## src/rtl/muxdff_pipe.sv

```systemverilog
// NUM_IN:1 registered source select feeding an elastic STAGES-deep valid/ready pipeline.
// Flags select changes between consecutive samples and latches out-of-range selects.
module muxdff_pipe #(
    parameter int unsigned WIDTH  = 8,
    parameter int unsigned NUM_IN = 4,
    parameter int unsigned STAGES = 2,
    localparam int unsigned SEL_W = $clog2(NUM_IN)
) (
    input  logic                      Clock,
    input  logic                      Resetn,
    input  logic [NUM_IN*WIDTH-1:0]   D,
    input  logic [SEL_W-1:0]          Sel,
    input  logic                      InValid,
    output logic                      InReady,
    output logic [WIDTH-1:0]          Q,
    output logic                      OutValid,
    input  logic                      OutReady,
    output logic                      SelChg,
    output logic                      SelErr
);

    logic [STAGES-1:0] valid_q, valid_d;
    logic [STAGES-1:0] chg_q, chg_d;
    logic [WIDTH-1:0]  data_q [STAGES];
    logic [WIDTH-1:0]  data_d [STAGES];
    logic [SEL_W-1:0]  prev_sel_q, prev_sel_d;
    logic              sel_err_q, sel_err_d;

    logic [STAGES:0]   stage_adv;
    logic [SEL_W-1:0]  sel_eff;
    logic              sel_oor;
    logic              accept;
    logic [WIDTH-1:0]  cap_data;

    always_comb begin
        sel_oor = (32'(Sel) >= NUM_IN);
        sel_eff = sel_oor ? '0 : Sel;
    end

    // Select through an explicit compare so no out-of-range part-select can occur.
    always_comb begin
        cap_data = D[WIDTH-1:0];
        for (int unsigned k = 0; k < NUM_IN; k++) begin
            if (SEL_W'(k) == sel_eff) begin
                cap_data = D[k*WIDTH +: WIDTH];
            end
        end
    end

    // Unrolled form of advance_i = !valid_i | advance_{i+1}: any empty stage at or
    // downstream of i, or the consumer taking Q, lets stage i move.
    always_comb begin
        for (int unsigned i = 0; i <= STAGES; i++) begin
            stage_adv[i] = OutReady;
            for (int unsigned j = i; j < STAGES; j++) begin
                stage_adv[i] = stage_adv[i] | !valid_q[j];
            end
        end
    end

    always_comb begin
        InReady = stage_adv[0];
        accept  = InValid & stage_adv[0];
    end

    always_comb begin
        valid_d    = valid_q;
        chg_d      = chg_q;
        data_d     = data_q;
        prev_sel_d = prev_sel_q;
        sel_err_d  = sel_err_q;

        if (stage_adv[0]) begin
            valid_d[0] = InValid;
        end
        if (accept) begin
            data_d[0]  = cap_data;
            chg_d[0]   = (sel_eff != prev_sel_q);
            prev_sel_d = sel_eff;
            if (sel_oor) begin
                sel_err_d = 1'b1;
            end
        end

        for (int unsigned i = 1; i < STAGES; i++) begin
            if (stage_adv[i]) begin
                valid_d[i] = valid_q[i-1];
                if (valid_q[i-1]) begin
                    data_d[i] = data_q[i-1];
                    chg_d[i]  = chg_q[i-1];
                end
            end
        end
    end

    always_ff @(posedge Clock or negedge Resetn) begin
        if (!Resetn) begin
            valid_q    <= '0;
            chg_q      <= '0;
            prev_sel_q <= '0;
            sel_err_q  <= 1'b0;
            for (int unsigned i = 0; i < STAGES; i++) begin
                data_q[i] <= '0;
            end
        end else begin
            valid_q    <= valid_d;
            chg_q      <= chg_d;
            prev_sel_q <= prev_sel_d;
            sel_err_q  <= sel_err_d;
            data_q     <= data_d;
        end
    end

    always_comb begin
        Q        = data_q[STAGES-1];
        OutValid = valid_q[STAGES-1];
        SelChg   = chg_q[STAGES-1];
        SelErr   = sel_err_q;
    end

endmodule
```

## config.mk

```make
export PLATFORM = sky130hd
export DESIGN_NAME = muxdff_pipe
export DESIGN_NICKNAME = d
export VERILOG_FILES = /design/src/rtl/muxdff_pipe.sv
export SDC_FILE = /design/constraint.sdc
export NUM_CORES = 1
export LEC_CHECK = 0
export ABC_AREA = 1
export BUFFER_PORTS_ARGS = -buffer_cell sky130_fd_sc_hd__buf_2
export CORE_MARGIN = 2
export CORE_UTILIZATION = 47
export CTS_CLUSTER_SIZE = 8
export DETAILED_ROUTE_END_ITERATION = 10
export HOLD_SLACK_MARGIN = 0.03
export PLACE_DENSITY = 0.78
export SKIP_CTS_REPAIR_TIMING = 1
export SLEW_MARGIN = 10
export SYNTH_ARGS = -nofsm -noshare
export SYNTH_HDL_FRONTEND = slang
export SYNTH_SLANG_ARGS = --single-unit
```

## constraint.sdc

```tcl
create_clock -name Clock -period 1.2 [get_ports Clock]
set_input_delay 0.12 -clock Clock [delete_from_list [all_inputs] [get_ports Clock]]
set_output_delay 0.12 -clock Clock [all_outputs]
set_load 0.02 [all_outputs]
```

==> flow_summary_export.csv <==
group,metric,value,unit
run_status,status,"complete, no violations",
detailed_routing,wire_per_inst,10.3,µm
worst_setup_path,path_class,"reg2out",
worst_setup_path,path_max_fanout,3,
sta,fmax,882,MHz
synthesis,ys_types,16,
worst_setup_path,rr_worst_depth,4,
synthesis,ys_warn_count,0,
placed_design,dp.cells,230,
power_and_ir_drop,swShare,35.9,%
power_and_ir_drop,combPwrFrac,33.9,%
power_and_ir_drop,vdd_drop_max,0.955,mV
grt,first_global_vias,951,
floorplan,coreArea,2500,µm²
cts,cts_tree,"done",
power_and_ir_drop,p_sw,722,µW
floorplan,rows,18,
detailed_routing,drtPass1Iterations,4,
cells_and_area,drive_above_1_share,30.4,%
sta,setup_tns,0,ns
worst_setup_path,reg2reg_slack,0.14,ns
cts,clk_pin_slew_worst_paths,0.11,ns
synthesis,avgSynthCellArea,7.55,µm²
floorplan,initial_core_util,49.8,%
worst_setup_path,cp-end-kind,"primary output",
worst_setup_path,crit_chain,"nand3_4 -> buf_4",
grt,grt_pass1_wl,4080,µm
grt,track_usage,16.4,%
worst_setup_path,start_kind,"flip-flop",
detailed_routing,wl,2410,µm
cts,clock_path_buffers,2,
detailed_routing,vias,1128,
cells_and_area,fin_cells,234,
worst_setup_path,arrival,1.01,ns
detailed_routing,antenna_left,0,
sta,hold_viol,0,
cells_and_area,design_area,1450,µm²
synthesis,syn_area,1250,µm²
worst_setup_path,setup.worst_path.start,"valid_q[1]",
min_path,whs_endpoint,"data_q[9]",
cts,htreeDepth,1,
placed_design,routabilityCongestion,0.778,
placed_design,port_buffers,48,
synthesis,syn_nets,203,
detailed_routing,drt-initial-drc-count,30,
placed_design,place_area,1420,µm²
cts,cts_root_buf,"clkbuf_4",
grt,overflow,0,
cells_and_area,final_nets,244,
power_and_ir_drop,power,2.01,mW
sta,post-route-period-util,94.5,%
power_and_ir_drop,seqPwrFrac,50.4,%
run,max-cap-violations,0,
floorplan,dieArea,3080,µm²
worst_setup_path,r2r_start,"valid_q[1]",
synthesis,ys_seq_area_share,44.2,%
min_path,worstHoldStart,"D[9]",
synthesis,ys_seq_elements,22,
worst_setup_path,required,1.08,ns
min_path,worstHoldPathCells,5,
worst_setup_path,crit_family,"flip-flops",
power_and_ir_drop,leakagePower,0.831,nW
sta,fin_worst_skew,0.00272,ns
floorplan,num_io_pins,50,
cells_and_area,diodes,0,
worst_setup_path,path_buf_inv,1,
placed_design,dp_hpwl,1880,µm
detailed_routing,drc_errors,0,
worst_setup_path,crit_slowest_cell,"dfrtp_1",
floorplan,dieHeight,55.5,µm
min_path,hp-class,"in2reg",
cts,clock-sinks,22,
worst_setup_path,r2r-end,"chg_q[1]",
cts,clk_latency,0.29,ns
power_and_ir_drop,clockPowerShare,15.7,%
sta,drv_slew,0,
cts,numCtsBuffers,3,
grt,antenna_found_initial,0,
power_and_ir_drop,power_density,1390,nW/µm²
cells_and_area,area_growth_syn_to_layout,16.4,%
power_and_ir_drop,intPower,1.29,mW
floorplan,die_w,55.5,µm
sta,final.min_clock_period,1.13,ns
grt,grt_max_degree,24,
detailed_routing,viasPerCell,4.82,
worst_setup_path,critPathMaxStageDelay,0.44,ns
synthesis,netlist_instances,165,
sta,setup_viol,0,
placed cells by master, fill, tap and decap left out, types with 2 or more instances in the layout:
| cell type | n |
|---|---|
| inv_1 | 7 |
| xnor2_1 | 2 |
| nand2_1 | 57 |
| nor2_1 | 16 |
| inv_2 | 2 |
| nand2_2 | 5 |
| dfrtp_1 | 22 |
| buf_2 | 47 |
| clkbuf_4 | 3 |
| buf_4 | 3 |
| o21ai_0 | 10 |
| nand3_1 | 24 |
layout make-up:
cell class	count	area [µm²]
fill	254	1050
sequential	22	551
clock buffer	3	22.5
timing repair buffer	51	268
inverter	9	33.8
multi-input combinational	119	538
tap	30	37.5
tightest hold or removal path, delay by kind of cell:
kind / cells / cell delay (ns)
simple gates: 4 / 0.21
buf+inv: 1 / 0.08
through the flow:
step	util, %	hold slack (ns)	worst slack (ns)
finish	58.0	0.134	0.0659
global route	58.0	0.147	-0.000366
CTS	57.5	-0.231	0.0389
detailed placement	56.6	0.0996	0.137
global placement	56.6	0.0958	0.139
floorplan	-	-0.176	0.0534
cell usage after synthesis:
| cell type | instances | area share [%] |
|---|---|---|
| nor2_1 | 16 | 4.8 |
| o21a_1 | 1 | 0.60 |
| buf_4 | 12 | 7.2 |
| conb_1 | 1 | 0.30 |
| inv_1 | 7 | 2.1 |
| xnor2_1 | 2 | 1.4 |
| inv_2 | 2 | 0.60 |
| o21ai_1 | 1 | 0.40 |
| nand2_2 | 5 | 2.5 |
| nand3_1 | 24 | 9.6 |
| nand3_4 | 1 | 1.4 |
| nand2_1 | 57 | 17 |
| dfrtp_1 | 22 | 44 |
| buf_6 | 3 | 2.7 |
| o21ai_0 | 10 | 4.0 |
| nand2_4 | 1 | 0.90 |
cells by family after synthesis:
family	after synthesis	synth area share, %
other	1	0.301
xor gates and xnor gates	2	1.41
DFF	22	44.2
and+or+nand+nor	104	36.4
AOI/OAI and AO/OA	12	5.02
buffers and inverters	24	12.7
power by group through the flow:
stage	sequential [mW]	combinational (mW)	clock [mW]
finish	1.01	0.682	0.317
global route	1.05	0.767	0.359
CTS	1.02	0.686	0.327
detailed placement	1.03	0.684	0
global placement	1.02	0.678	0
floorplan	1.03	0.577	0
registers in the layout (all words and copies together), names as in the netlist:
register,flops
data_q,8
Q,8
valid_q,2
prev_sel_q,2
chg_q,2
worst max-delay path by stage:
stage	slack, ns	to	depth (start not counted)
floorplan	0.05	chg_q[0]	4
CTS	0.04	InReady	2
global placement	0.14	chg_q[1]	4
global route	-0.0004	InReady	2
detailed placement	0.14	chg_q[1]	4
finish	0.07	InReady	2
routing by layer:
metal  GRT usage (%)  wire [µm]  up-vias
li1                -          -      586
met1            22.6       1120      484
met2            25.2       1060       56
met3            2.11        199        2
met4            8.36         27        0
met5               0          0        -
Power figures use the tool's default switching activity.
